File: config.mk
export PLATFORM = sky130hd
export DESIGN_NAME = coeff_lut_arbiter
export DESIGN_NICKNAME = d
export VERILOG_FILES = /design/src/rtl/md_lut_pkg.sv /design/src/rtl/rr_arbiter.sv /design/src/rtl/coeff_lut_arbiter.sv
export SDC_FILE = /design/constraint.sdc
export NUM_CORES = 1
export LEC_CHECK = 0
export BUFFER_PORTS_ARGS = -buffer_cell sky130_fd_sc_hd__buf_2
export CAP_MARGIN = 40
export CORE_ASPECT_RATIO = 2
export CORE_MARGIN = 3
export CORE_UTILIZATION = 43
export DETAILED_ROUTE_END_ITERATION = 10
export GPL_TIMING_DRIVEN = 0
export PLACE_DENSITY = 0.81
export SLEW_MARGIN = 0
export SYNTH_ARGS = -nofsm -noshare
export SYNTH_HDL_FRONTEND = slang
export SYNTH_SLANG_ARGS = --single-unit
File: constraint.sdc
create_clock -name clk -period 4.85 [get_ports clk]
set_input_delay 0.2425 -clock clk [delete_from_list [all_inputs] [get_ports clk]]
set_output_delay 0.2425 -clock clk [all_outputs]
set_load 0.02 [all_outputs]
File: src/rtl/md_lut_pkg.sv
`default_nettype none
// ============================================================================
// md_lut_pkg : coefficient LUT geometry, arbiter FSM states and read tag type
// Revision   : 1.0
// ============================================================================
package md_lut_pkg;

    localparam int COEFF_BINS     = 256;
    localparam int COEFF_SEGMENTS = 14;
    localparam int COEFF_DEPTH    = COEFF_BINS * COEFF_SEGMENTS;

    // Upper bound on requesters; the tag id field is sized to this.
    localparam int MAX_REQ        = 16;

    typedef enum logic [1:0] {
        SERVE  = 2'd0,
        DRAIN  = 2'd1,
        CONFIG = 2'd2
    } lut_state_t;

    typedef struct packed {
        logic               valid;
        logic [MAX_REQ-1:0] id;
        logic               err;
    } tag_t;

endpackage
`default_nettype wire

File: src/rtl/rr_arbiter.sv
`default_nettype none
// ============================================================================
// rr_arbiter : combinational round-robin pick, priority starts after `last`
// Revision   : 1.0
// ============================================================================
module rr_arbiter #(
    parameter int NUM_REQ = 4,
    parameter int IDX_W   = $clog2(NUM_REQ)
) (
    input  logic [NUM_REQ-1:0] req,
    input  logic [IDX_W-1:0]   last,
    output logic [NUM_REQ-1:0] grant
);

    logic [IDX_W-1:0] w_idx;
    logic             w_found;

    always_comb begin
        grant   = '0;
        w_found = 1'b0;
        w_idx   = '0;
        for (int k = 1; k <= NUM_REQ; k++) begin
            w_idx = IDX_W'((int'(last) + k) % NUM_REQ);
            if (!w_found && req[w_idx]) begin
                grant[w_idx] = 1'b1;
                w_found      = 1'b1;
            end
        end
    end

endmodule
`default_nettype wire

File: src/rtl/coeff_lut_arbiter.sv
`default_nettype none
// ============================================================================
// coeff_lut_arbiter : round-robin sharing of one coefficient RAM between
//                     read pipelines, with drain-then-write host reload mode
// Revision          : 1.0
// ============================================================================
module coeff_lut_arbiter
    import md_lut_pkg::*;
#(
    parameter int NUM_REQ    = 4,
    parameter int DATA_WIDTH = 32,
    parameter int ADDR_WIDTH = 12,
    parameter int DEPTH      = COEFF_DEPTH,
    parameter int RD_LATENCY = 1
) (
    input  logic                          clk,
    input  logic                          rst,
    input  logic [NUM_REQ-1:0]            req_valid,
    input  logic [NUM_REQ*ADDR_WIDTH-1:0] req_addr,
    output logic [NUM_REQ-1:0]            req_ready,
    output logic [NUM_REQ-1:0]            rsp_valid,
    output logic [DATA_WIDTH-1:0]         rsp_data,
    output logic                          rsp_err,
    input  logic                          cfg_mode,
    output logic                          cfg_active,
    input  logic                          cfg_wr_valid,
    input  logic [ADDR_WIDTH-1:0]         cfg_wr_addr,
    input  logic [DATA_WIDTH-1:0]         cfg_wr_data,
    output logic                          cfg_wr_ready,
    output logic [ADDR_WIDTH-1:0]         mem_address,
    output logic [DATA_WIDTH-1:0]         mem_data,
    output logic                          mem_rden,
    output logic                          mem_wren,
    input  logic [DATA_WIDTH-1:0]         mem_q
);

    localparam int                    c_idx_w     = $clog2(NUM_REQ);
    localparam int                    c_cnt_w     = $clog2(RD_LATENCY + 2);
    localparam logic [c_cnt_w-1:0]    c_cnt_one   = 1;
    localparam logic [ADDR_WIDTH:0]   c_depth_ext = DEPTH[ADDR_WIDTH:0];
    localparam logic [c_idx_w-1:0]    c_last_rst  = c_idx_w'(NUM_REQ - 1);

    lut_state_t              r_state;
    logic [c_idx_w-1:0]      r_last;
    logic                    r_cfg_active;
    logic [c_cnt_w-1:0]      r_inflight;
    tag_t                    r_tag [RD_LATENCY+1];
    logic                    r_mem_rden;
    logic                    r_mem_wren;
    logic [ADDR_WIDTH-1:0]   r_mem_address;
    logic [DATA_WIDTH-1:0]   r_mem_data;

    logic [NUM_REQ-1:0]      w_grant;
    logic [NUM_REQ-1:0]      w_ready;
    logic                    w_serve;
    logic                    w_accept;
    logic [c_idx_w-1:0]      w_grant_idx;
    logic [ADDR_WIDTH-1:0]   w_sel_addr;
    logic                    w_sel_ok;
    logic                    w_wr_ok;
    logic                    w_rsp_now;
    tag_t                    w_new_tag;
    logic                    w_unused_tag_id;

    rr_arbiter #(
        .NUM_REQ (NUM_REQ),
        .IDX_W   (c_idx_w)
    ) u_rr_arbiter (
        .req   (req_valid),
        .last  (r_last),
        .grant (w_grant)
    );

    // Grants stop in the very cycle the host raises cfg_mode.
    assign w_serve  = (r_state == SERVE) && !cfg_mode && !rst;
    assign w_ready  = w_serve ? w_grant : '0;
    assign w_accept = |w_ready;

    always_comb begin
        w_grant_idx = '0;
        w_sel_addr  = '0;
        for (int i = 0; i < NUM_REQ; i++) begin
            if (w_grant[i]) begin
                w_grant_idx = c_idx_w'(i);
                w_sel_addr  = req_addr[i*ADDR_WIDTH +: ADDR_WIDTH];
            end
        end
    end

    assign w_sel_ok  = {1'b0, w_sel_addr} < c_depth_ext;
    assign w_wr_ok   = r_cfg_active && cfg_wr_valid && ({1'b0, cfg_wr_addr} < c_depth_ext);
    assign w_rsp_now = r_tag[RD_LATENCY].valid;

    always_comb begin
        w_new_tag                 = '0;
        w_new_tag.valid           = w_accept;
        w_new_tag.id[NUM_REQ-1:0] = w_ready;
        w_new_tag.err             = w_accept && !w_sel_ok;
    end

    always_ff @(posedge clk) begin
        if (rst) begin
            r_state      <= SERVE;
            r_cfg_active <= 1'b0;
            r_last       <= c_last_rst;
        end else begin
            if (w_accept) begin
                r_last <= w_grant_idx;
            end
            case (r_state)
                SERVE: begin
                    if (cfg_mode) begin
                        r_state <= DRAIN;
                    end
                end
                DRAIN: begin
                    if (!cfg_mode) begin
                        r_state <= SERVE;
                    end else if (r_inflight == '0) begin
                        r_state      <= CONFIG;
                        r_cfg_active <= 1'b1;
                    end
                end
                CONFIG: begin
                    if (!cfg_mode) begin
                        r_state      <= SERVE;
                        r_cfg_active <= 1'b0;
                    end
                end
                default: begin
                    r_state      <= SERVE;
                    r_cfg_active <= 1'b0;
                end
            endcase
        end
    end

    // Tag pipeline: a tag loaded on accept reaches the last stage as mem_q lands.
    always_ff @(posedge clk) begin
        if (rst) begin
            for (int k = 0; k <= RD_LATENCY; k++) begin
                r_tag[k] <= '0;
            end
            r_inflight <= '0;
        end else begin
            r_tag[0] <= w_new_tag;
            for (int k = 1; k <= RD_LATENCY; k++) begin
                r_tag[k] <= r_tag[k-1];
            end
            if (w_accept && !w_rsp_now) begin
                r_inflight <= r_inflight + c_cnt_one;
            end else if (!w_accept && w_rsp_now) begin
                r_inflight <= r_inflight - c_cnt_one;
            end
        end
    end

    // Reads and writes are mutually exclusive by state, so one address register serves both.
    always_ff @(posedge clk) begin
        if (rst) begin
            r_mem_rden    <= 1'b0;
            r_mem_wren    <= 1'b0;
            r_mem_address <= '0;
            r_mem_data    <= '0;
        end else begin
            r_mem_rden <= w_accept && w_sel_ok;
            r_mem_wren <= w_wr_ok;
            if (w_accept && w_sel_ok) begin
                r_mem_address <= w_sel_addr;
            end else if (w_wr_ok) begin
                r_mem_address <= cfg_wr_addr;
            end
            if (w_wr_ok) begin
                r_mem_data <= cfg_wr_data;
            end
        end
    end

    assign req_ready    = w_ready;
    assign cfg_active   = r_cfg_active;
    assign cfg_wr_ready = r_cfg_active;
    assign mem_rden     = r_mem_rden;
    assign mem_wren     = r_mem_wren;
    assign mem_address  = r_mem_address;
    assign mem_data     = r_mem_data;

    assign rsp_valid = w_rsp_now ? r_tag[RD_LATENCY].id[NUM_REQ-1:0] : '0;
    assign rsp_err   = w_rsp_now && r_tag[RD_LATENCY].err;
    assign rsp_data  = (w_rsp_now && !r_tag[RD_LATENCY].err) ? mem_q : '0;

    assign w_unused_tag_id = |r_tag[RD_LATENCY].id;

endmodule
`default_nettype wire

==> results_dict.tcl, run 1 <==
set metrics [dict create \
    slew_violations 0 \
    fmax_mhz 242.1 \
    initial_utilization 0.4473 \
    fp.dieW_um 70.51 \
    ys_seq_area_frac 0.3636 \
    postRouteAntennaNets 0 \
    whs_ps 151.9 \
    worstPathMaxFanout 10 \
    wire_per_inst_um 16.88 \
    crit_type "flip-flop to flip-flop" \
    hold_depth 3 \
    post_cts_buffers 0 \
    drv_cap 0 \
    cts-root-buf "clkbuf_16" \
    peakVddDrop_v 0.0003044 \
    r2r_setup_slack_ps 720 \
    worstSkewPairLatency_ps 330 \
    antenna_found_initial 0 \
    placed_cells 759 \
    cts_resized 0 \
    layout_common_cells "buf_2 (225), nand2_1 (94), dfxtp_1 (65), and2_1 (46), a21oi_1 (44)" \
    critPathSlowestCell "mux4_2" \
    worst_slew_pin_slew_ps 503.8 \
    path_clk_slew_ps 60 \
    reg2reg_depth 13 \
    coreArea_um2 8000 \
    cts_tree "done" \
    hold_start "cfg_wr_data[3]" \
    stdcell_count 775 \
    clkSinkCount 65 \
    rsz0062_at_grt "false" \
    hold_path_end "mem_data[3]" \
    reg2reg_from "r_last[0]" \
    io_pins 221 \
    io_buffers 220 \
    clk_path_buf_depth 2 \
    htree_levels 3 \
    layout_commonest_cell "buf_2" \
    grt_max_degree 14 \
    syn_area_um2 3578 \
    cts_hold_buffers 0 \
    avgSynthCellArea_um2 8.078 \
    grt_pass1_wl_mm 20.09 \
    cp_data_arrival_time_ps 4380 \
    cp-start-kind "flip-flop" \
    rows 46 \
    place_congestion 0.8936 \
    ys_async_sr_fraction 0 \
    synthFlopType "dfxtp_1" \
    synth_edf_count 0 \
    area_growth_pct 42.62 \
    drt_first_pass_iters 4 \
    drive_gt1_frac 0.3888 \
    setup_tns_ps 0 \
    hold_viol_final 0 \
    wl_mm 13.08 \
    synth_seq_cells 65 \
    first_global_vias 4079 \
    final_nets 815 \
    crit_required_ps 5100 \
    power_density_nw_per_um2 382.9 \
    via_count 4176 \
    hold_path_class "primary input to flip-flop" \
    drt_first_iter_violations 162 \
    cp-end-kind "flip-flop" \
    grt_usage 0.2677 \
    die_area_um2 9519 \
    cellLeakagePower_nw 2.454 \
    hpwl_mm 10.83 \
    status "finished clean" \
    period_share 0.8515 \
    finalCriticalPeriod_ps 4130 \
    n_antenna_cell 0 \
    synth.distinct_cells 49 \
    viasPerCell 5.388 \
    remaining_drc_errors 0 \
    setup_viol 0 \
    slowest_delay_ps 610 \
    maxSlewHeadroom 0.6641 \
    die_y_um 135.0 \
    synth_warnings 0 \
    skew_ps 7.797 \
    postSynthCellCount 443 \
    path_cells "buf_6, inv_1, ha_1, mux4_2, a211o_1, a221o_1, nand2_2, nor2_1, a21o_1, inv_1, ha_1, or3_1, a21oi_1" \
    r2r-end "r_inflight[1]" \
    gr-total-overflow 0 \
    cts_buffers 9 \
    synth_fp_nets 584 \
]
## sequential cells by signal (all words and copies together) (netlist names)
signal,cells
r_inflight,2
r_tag,12
r_last,2
mem_address,12
r_state,2
cfg_active,1
mem_rden,1
mem_data,32
mem_wren,1
## routing by layer
layer | vias up | share of wire | GRT usage
met5 | - | 0 | 0
met4 | 0 | 0.039 | 0.1237
met3 | 33 | 0.071 | 0.05738
met2 | 184 | 0.57 | 0.5438
met1 | 1943 | 0.31 | 0.2382
li1 | 2016 | - | -
## cell usage after synthesis (all sizes together) (2+ instances only)
cell / count / area share
nand3: 3 / 0.0042
mux4: 4 / 0.025
a211oi: 19 / 0.040
nand3b: 3 / 0.0063
and2: 46 / 0.080
nand4: 11 / 0.019
buf: 21 / 0.036
clkbuf: 18 / 0.019
nand2: 95 / 0.10
a21oi: 44 / 0.062
a221o: 12 / 0.034
inv: 14 / 0.015
a311oi: 12 / 0.033
a221oi: 2 / 0.0066
ha: 9 / 0.031
nor3: 5 / 0.0070
dfxtp: 65 / 0.36
or3: 2 / 0.0035
xor2: 2 / 0.0049
nor2: 11 / 0.012
o21ai: 17 / 0.027
a2111oi: 2 / 0.0070
nor2b: 6 / 0.010
and3: 2 / 0.0035
mux2i: 4 / 0.011
## stage by stage
stage	util	cell area, µm²	worst slack (ps)	total power [mW]
5_1_grt	0.6379	5104	465.4	2.056
3_3_place_gp	0.5999	4800	835.4	1.304
6_report	0.6379	5104	720.2	1.954
3_5_place_dp	0.5999	4800	779.8	1.324
4_1_cts	0.6379	5104	738.6	1.959
2_1_floorplan	-	3578	1204	1.111
## final cells by class
type | count | area [µm²]
Buffer | 39 | 197.7
Clock buffer | 9 | 225.2
Clock inverter | 7 | 78.83
Fill cell | 697 | 2897
Inverter | 14 | 52.55
Multi-Input combinational cell | 325 | 2027
Sequential cell | 65 | 1301
Tap cell | 96 | 120.1
Timing Repair Buffer | 220 | 1101
## power breakdown
part,leakage (nW),switching [mW],internal [mW]
registers,0.528,0.0284,0.579
clock network,0.138,0.235,0.400
logic,1.79,0.421,0.291
## worst max-delay path: cells and delay by family, from the launching register on
| family | cells | cell delay [ps] |
|---|---|---|
| AO/OA/AOI/OAI | 4 | 1100 |
| AND/OR/NAND/NOR | 3 | 710 |
| adder cells (fa/ha/maj) | 2 | 650 |
| multiplexers | 1 | 610 |
| buffers and inverters | 3 | 540 |
| flip-flops | 1 | 430 |
## how the worst max path moves through the flow
stage	startpoint	to	slack, ps	cells after the start
2_1_floorplan	r_last[0]	r_inflight[1]	1200	13
3_3_place_gp	r_last[1]	r_inflight[1]	840	12
3_5_place_dp	r_last[0]	r_inflight[1]	780	13
4_1_cts	r_last[0]	r_inflight[1]	740	13
5_1_grt	r_last[1]	r_inflight[1]	470	12
6_report	r_last[0]	r_inflight[1]	720	13
## cell families (layout without fill, tap and decap cells)
group | Yosys count | in the layout | share of synthesized area
buffers and inverters | 53 | 289 | 0.06993
muxes | 9 | 9 | 0.04056
xor gates and xnor gates | 2 | 2 | 0.004896
DFF | 65 | 65 | 0.3636
adders and majority gates | 9 | 9 | 0.03147
and+or+nand+nor | 187 | 187 | 0.2525
AOI/OAI and AO/OA | 118 | 118 | 0.2371
No activity file was read; power rests on OpenSTA's default activity.
==> run 2: changes to the inputs <==
Settings changed: BUFFER_PORTS_ARGS -buffer_cell sky130_fd_sc_hd__buf_2 to not set, CORE_AREA set to 3 3 84 86, CORE_ASPECT_RATIO 2 to not set, CORE_MARGIN 3 to not set, CORE_UTILIZATION 43 to not set, DIE_AREA set to 0 0 87 89, DONT_BUFFER_PORTS set to 1, HOLD_SLACK_MARGIN set to 0.05, PLACE_DENSITY 0.81 to 0.72.
==> run 2 against run 1 <==
Compared with the run above:
- power decreased by 11%
- largest cell class unchanged
- clock power decreased by 19%
- sequential share of layout area increased by 5.4 points
- highest routed layer unchanged
- sequential power increased by 7.2%
==> results_dict.tcl, run 2 (synthesis results as in run 1) <==
set metrics [dict create \
    cts_tree "done" \
    clkSinkCount 65 \
    cp_top_family "compound AO/OA/AOI/OAI gates" \
    layout_common_cells "nand2_1 (94), dfxtp_1 (65), and2_1 (46), a21oi_1 (44), dlygate4sd3_1 (31)" \
    clk_path_buf_depth 2 \
    stdcell_area_um2 4214 \
    htree_levels 3 \
    peakVddDrop_v 0.0002717 \
    grt_usage 0.2458 \
    io_pins 221 \
    crit_type "flip-flop to flip-flop" \
    placed_cells 520 \
    power_density_nw_per_um2 413.5 \
    skew_ps 7.550 \
    remaining_drc_errors 0 \
    cp-end-kind "flip-flop" \
    worst_slew_pin_slew_ps 469.1 \
    hold_start "cfg_wr_data[23]" \
    setup_tns_ps 0 \
    largest_reg_flops 32 \
    place_congestion 0.8354 \
    cts_buffers 9 \
    placed_area_um2 3675 \
    drive_gt1_frac 0.08980 \
    post_cts_buffers 0 \
    final_nets 626 \
    cts-root-buf "clkbuf_8" \
    reg2reg_from "r_last[0]" \
    rsz0062_at_grt "false" \
    drv_cap 0 \
    viasPerCell 5.866 \
    cellLeakagePower_nw 1.558 \
    postRouteAntennaNets 0 \
    gr-total-overflow 0 \
    hold_path_class "primary input to flip-flop" \
    hold_viol_final 0 \
    fp.dieW_um 87 \
    wire_per_inst_um 17.90 \
    fmax_mhz 245.3 \
    hold_depth 2 \
    coreArea_um2 6350 \
    period_share 0.8407 \
    r2r_setup_slack_ps 770 \
    grt_max_degree 12 \
    drt_first_iter_violations 92 \
    path_clk_slew_ps 70 \
    worstPathMaxFanout 10 \
    path_cells "buf_6, inv_1, ha_1, mux4_2, a211o_1, a221o_1, nand2_2, nor2_1, a21o_1, inv_1, ha_1, or3_1, a21oi_1" \
    setup_viol 0 \
    cp-start-kind "flip-flop" \
    first_global_vias 3131 \
    critPathSlowestCell "mux4_2" \
    status "finished clean" \
    wl_mm 10.15 \
    worstSkewPairLatency_ps 330 \
    die_y_um 89 \
    reg2reg_depth 13 \
    crit_buf_inv 3 \
    maxSlewHeadroom 0.6873 \
    stdcell_count 567 \
    rows 29 \
    slowest_delay_ps 620 \
    hpwl_mm 7.746 \
    grt_pass1_wl_mm 14.94 \
    slew_violations 0 \
    hold_path_end "mem_data[23]" \
    initial_utilization 0.5635 \
    r2r-end "r_inflight[1]" \
    area_growth_pct 17.76 \
    cp_data_arrival_time_ps 4340 \
    n_antenna_cell 0 \
    antenna_found_initial 0 \
    drt_first_pass_iters 4 \
    die_area_um2 7743 \
    io_buffers 0 \
    via_count 3326 \
    total_power_mw 1.743 \
    layout_commonest_cell "nand2_1" \
    finalCriticalPeriod_ps 4077 \
    crit_required_ps 5110 \
]
==> run 2: changes by cell type in the layout (fill, tap and decap cells not counted) <==
cell and delta:
inv_6 -1, bufinv_16 +1, clkinv_4 -2, buf_2 -220, clkinvlp_4 -2, dlygate4sd3_1 +31, clkbuf_16 -9, clkbuf_8 +11
clkinv_2 +2
==> run 2: layout make-up <==
type,count,area [µm²]
multi-input combinational,325,2027
buffer,39,197.7
fill,531,2136
timing repair buffer,31,310.3
clock buffer,11,151.4
sequential,65,1301
inverter,14,52.55
tap,77,96.34
clock inverter,5,77.57
==> run 2: repair_timing <==
item,in CTS,in global routing
endpoints found under the hold margin,31,1
hold buffers,30,1
resized for setup,0,0
==> run 2: worst max-delay path by stage <==
stage / from / to / slack [ps] / cells past startpoint
floorplan: r_last[0] / r_inflight[1] / 1200 / 13
global placement: r_last[0] / r_inflight[1] / 860 / 13
detailed placement: r_last[1] / r_inflight[1] / 770 / 12
CTS: r_last[1] / r_inflight[1] / 760 / 12
global route: r_last[1] / r_inflight[1] / 580 / 12
finish: r_last[0] / r_inflight[1] / 770 / 13
==> run 2: metal layers <==
| layer | GRT usage | routed length (µm) |
|---|---|---|
| met1 | 0.2992 | 4090 |
| met2 | 0.4099 | 4951 |
| met3 | 0.06728 | 909 |
| met4 | 0.1034 | 200 |
| met5 | 0 | 0 |
==> run 2: metrics by stage <==
stage               worst slack [ps]  utilization  hold slack (ps)
detailed placement             772.0       0.5787            384.8
finish                         772.6       0.6636            65.63
global placement               858.9       0.5787            380.8
global route                   575.8       0.6636            64.55
floorplan                       1204            -            378.5
CTS                            755.9       0.6621            55.91
==> run 2: worst reg2reg max path, stage by stage (launching register included) <==
cell and delay (ps):
dfxtp_1 440, buf_6 190, inv_1 100, ha_1 330, mux4_2 620, a211o_1 310
a221o_1 360, nand2_2 190, nor2_1 100, a21o_1 280, inv_1 260, ha_1 320
or3_1 380, a21oi_1 140
==> run 2: report_power, final <==
part | internal [mW] | leakage, nW | switching, mW | total, mW
Sequential | 0.579 | 0.528 | 0.0721 | 0.651
Clock | 0.316 | 0.115 | 0.198 | 0.514
Combinational | 0.242 | 0.915 | 0.337 | 0.578
Total | 1.14 | 1.56 | 0.607 | 1.74
==> run 3: changes to the inputs <==
Settings changed: CORE_AREA 3 3 84 86 to not set, CORE_MARGIN set to 3, CORE_UTILIZATION set to 57, DIE_AREA 0 0 87 89 to not set, PLACE_DENSITY 0.72 to 0.76.
Clock period 4.85 ns to 3.7 ns, I/O delays scaled along.
==> run 3 against run 2 <==
Compared with the run above:
- sequential share of layout area decreased by 2.2 points
- routed wire length increased by 18%
- utilization increased by 9.6 points
- worst hold slack improved by 16 ps
- setup slack got worse by 660 ps
- flip-flop and latch count unchanged
- final area increased by 8.0%
- combinational power increased by 63%
- sequential power increased by 32%
==> results_dict.tcl, run 3 (synthesis results as in run 1) <==
set metrics [dict create \
    hold_viol_final 0 \
    reg2reg_depth 13 \
    finalCriticalPeriod_ps 3586 \
    layout_commonest_cell "nand2_1" \
    drt_first_iter_violations 176 \
    slowest_delay_ps 570 \
    p_clk_frac 0.274 \
    timing.final.ws_setup_ps 113.7 \
    wl_mm 11.99 \
    layout_common_cells "nand2_1 (94), dfxtp_1 (63), and2_1 (46), a21oi_1 (44), dlygate4sd3_1 (42)" \
    whs_ps 81.72 \
    remaining_drc_errors 0 \
    final_nets 651 \
    internal_power_mw 1.570 \
    place_congestion 0.8834 \
    crit_required_ps 3950 \
    cp_data_arrival_time_ps 3840 \
    drive_gt1_frac 0.1437 \
    worstSkewPairLatency_ps 340 \
    skew_ps 10.80 \
    viasPerCell 6.132 \
    initial_utilization 0.5973 \
    period_share 0.9693 \
    fp.dieW_um 85.24 \
    p_sw_frac 0.3672 \
    postRouteAntennaNets 0 \
    first_global_vias 3451 \
    io_pins 221 \
    maxSlewHeadroom 0.6622 \
    drt_first_pass_iters 5 \
    power_density_nw_per_um2 545.5 \
    setup_viol 0 \
    reg2reg_from "r_last[0]" \
    grt_max_degree 13 \
    r2r_setup_slack_ps 110 \
    clk_path_buf_depth 2 \
    crit_buf_inv 4 \
    grt_usage 0.3089 \
    critPathSlowestCell "mux4_2" \
    cts_buffers 9 \
    place_ws_ps -353.7 \
    path_cells "buf_12, clkinvlp_4, ha_4, mux4_2, a211o_1, a221o_1, and2_1, buf_6, a311oi_4, o22a_2, buf_2, a211oi_1, a311oi_1" \
    n_antenna_cell 0 \
    r2r-end "mem_address[8]" \
    status "finished clean" \
    fmax_mhz 278.8 \
    cp-end-kind "flip-flop" \
    clkSinkCount 65 \
    cts-root-buf "clkbuf_8" \
    crit_type "flip-flop to flip-flop" \
    wire_per_inst_um 20.32 \
    comb_power_share 0.380 \
    cp-start-kind "flip-flop" \
    cts_tree "done" \
    drv_cap 0 \
    cp.depth 13 \
    cellLeakagePower_nw 1.691 \
    hold_path_class "primary input to flip-flop" \
    via_count 3618 \
    p_switching_mw 0.9112 \
    antenna_found_initial 0 \
    htree_levels 3 \
    slew_violations 0 \
    pwr-share-seq 0.345 \
    die_y_um 85.24 \
    endpoint "mem_address[8]" \
    io_buffers 0 \
    path_clk_slew_ps 70 \
    rows 28 \
    worstSetupStartpoint "r_last[0]" \
    worstPathMaxFanout 7 \
    grt_pass1_wl_mm 17.72 \
    die_area_um2 7265 \
    hpwl_mm 8.351 \
    gr-total-overflow 0 \
    worst_slew_pin_slew_ps 506.8 \
    cp_top_family "compound AO/OA/AOI/OAI gates" \
    area_growth_pct 27.13 \
    largest_reg_flops 32 \
    peakVddDrop_v 0.0003992 \
    coreArea_um2 5991 \
]
==> run 3: cell types whose count changed in the layout (fill, tap and decap cells not counted), sizes merged <==
cell / previous run / this run
dlygate4sd3: 31 / 42
clkinvlp: 1 / 2
buf: 21 / 34
==> run 3: worst min path at each step <==
stage	to	slack, ps	cells after the start	start
after floorplan	mem_data[0]	320	2	cfg_wr_data[0]
after global placement	mem_data[3]	320	2	cfg_wr_data[3]
after detailed placement	mem_data[25]	330	2	cfg_wr_data[25]
after CTS	r_tag[0][0]	90	2	req_addr[35]
after global routing	r_tag[0][0]	120	2	req_addr[35]
final	r_tag[0][0]	80	2	req_addr[35]
==> run 3: layout make-up <==
class	count	area (µm²)
multi-input cells	325	2115
fillers	405	1441
inverters	14	56.30
repair buffers	56	535.5
clock inverters	6	90.09
flip-flops and latches	65	1306
plain buffers	39	215.2
well taps	75	93.84
clock buffers	10	137.6
==> run 3: stage by stage <==
step	cells	TNS, ps	area, µm²	util	power, mW
after floorplan	443	0	3578	-	1.457
after global placement	518	-934.5	3672	0.6130	1.602
after detailed placement	518	-1895	3672	0.6130	1.621
after CTS	579	-1.871	4363	0.7283	2.349
after global routing	590	-74.53	4549	0.7594	2.599
final	590	0	4549	0.7594	2.481
==> run 3: worst reg2reg max path, stage by stage (launching register included) <==
cell and delay [ps]:
dfxtp_4 380, buf_12 110, clkinvlp_4 120, ha_4 300, mux4_2 570, a211o_1 260, a221o_1 360, and2_1 180
buf_6 130, a311oi_4 350, o22a_2 230, buf_2 170, a211oi_1 100, a311oi_1 230
==> run 3: per-layer routing <==
layer | part of all wire | global-route usage | up-vias
met5 | 0 | 0 | -
met4 | 0.013 | 0.08489 | 0
met3 | 0.097 | 0.09417 | 18
met2 | 0.49 | 0.5240 | 189
met1 | 0.40 | 0.3798 | 1718
li1 | - | - | 1693
==> run 3: power by group through the flow <==
stage / clock network [mW] / registers [mW] / logic (mW)
CTS: 0.684 / 0.855 / 0.810
global route: 0.718 / 0.863 / 1.02
finish: 0.681 / 0.857 / 0.944
global placement: 0 / 0.869 / 0.733
detailed placement: 0 / 0.871 / 0.751
floorplan: 0 / 0.850 / 0.606
==> run 3: repair_timing <==
action                                  in CTS  in global routing
endpoints found under the hold margin       44                  0
hold buffers                                42                  0
gates cloned                                 0                  1
endpoints found under the setup margin      12                 12
gates resized for setup                      4                 26
pin swaps                                    2                 10
setup buffers                                3                 10
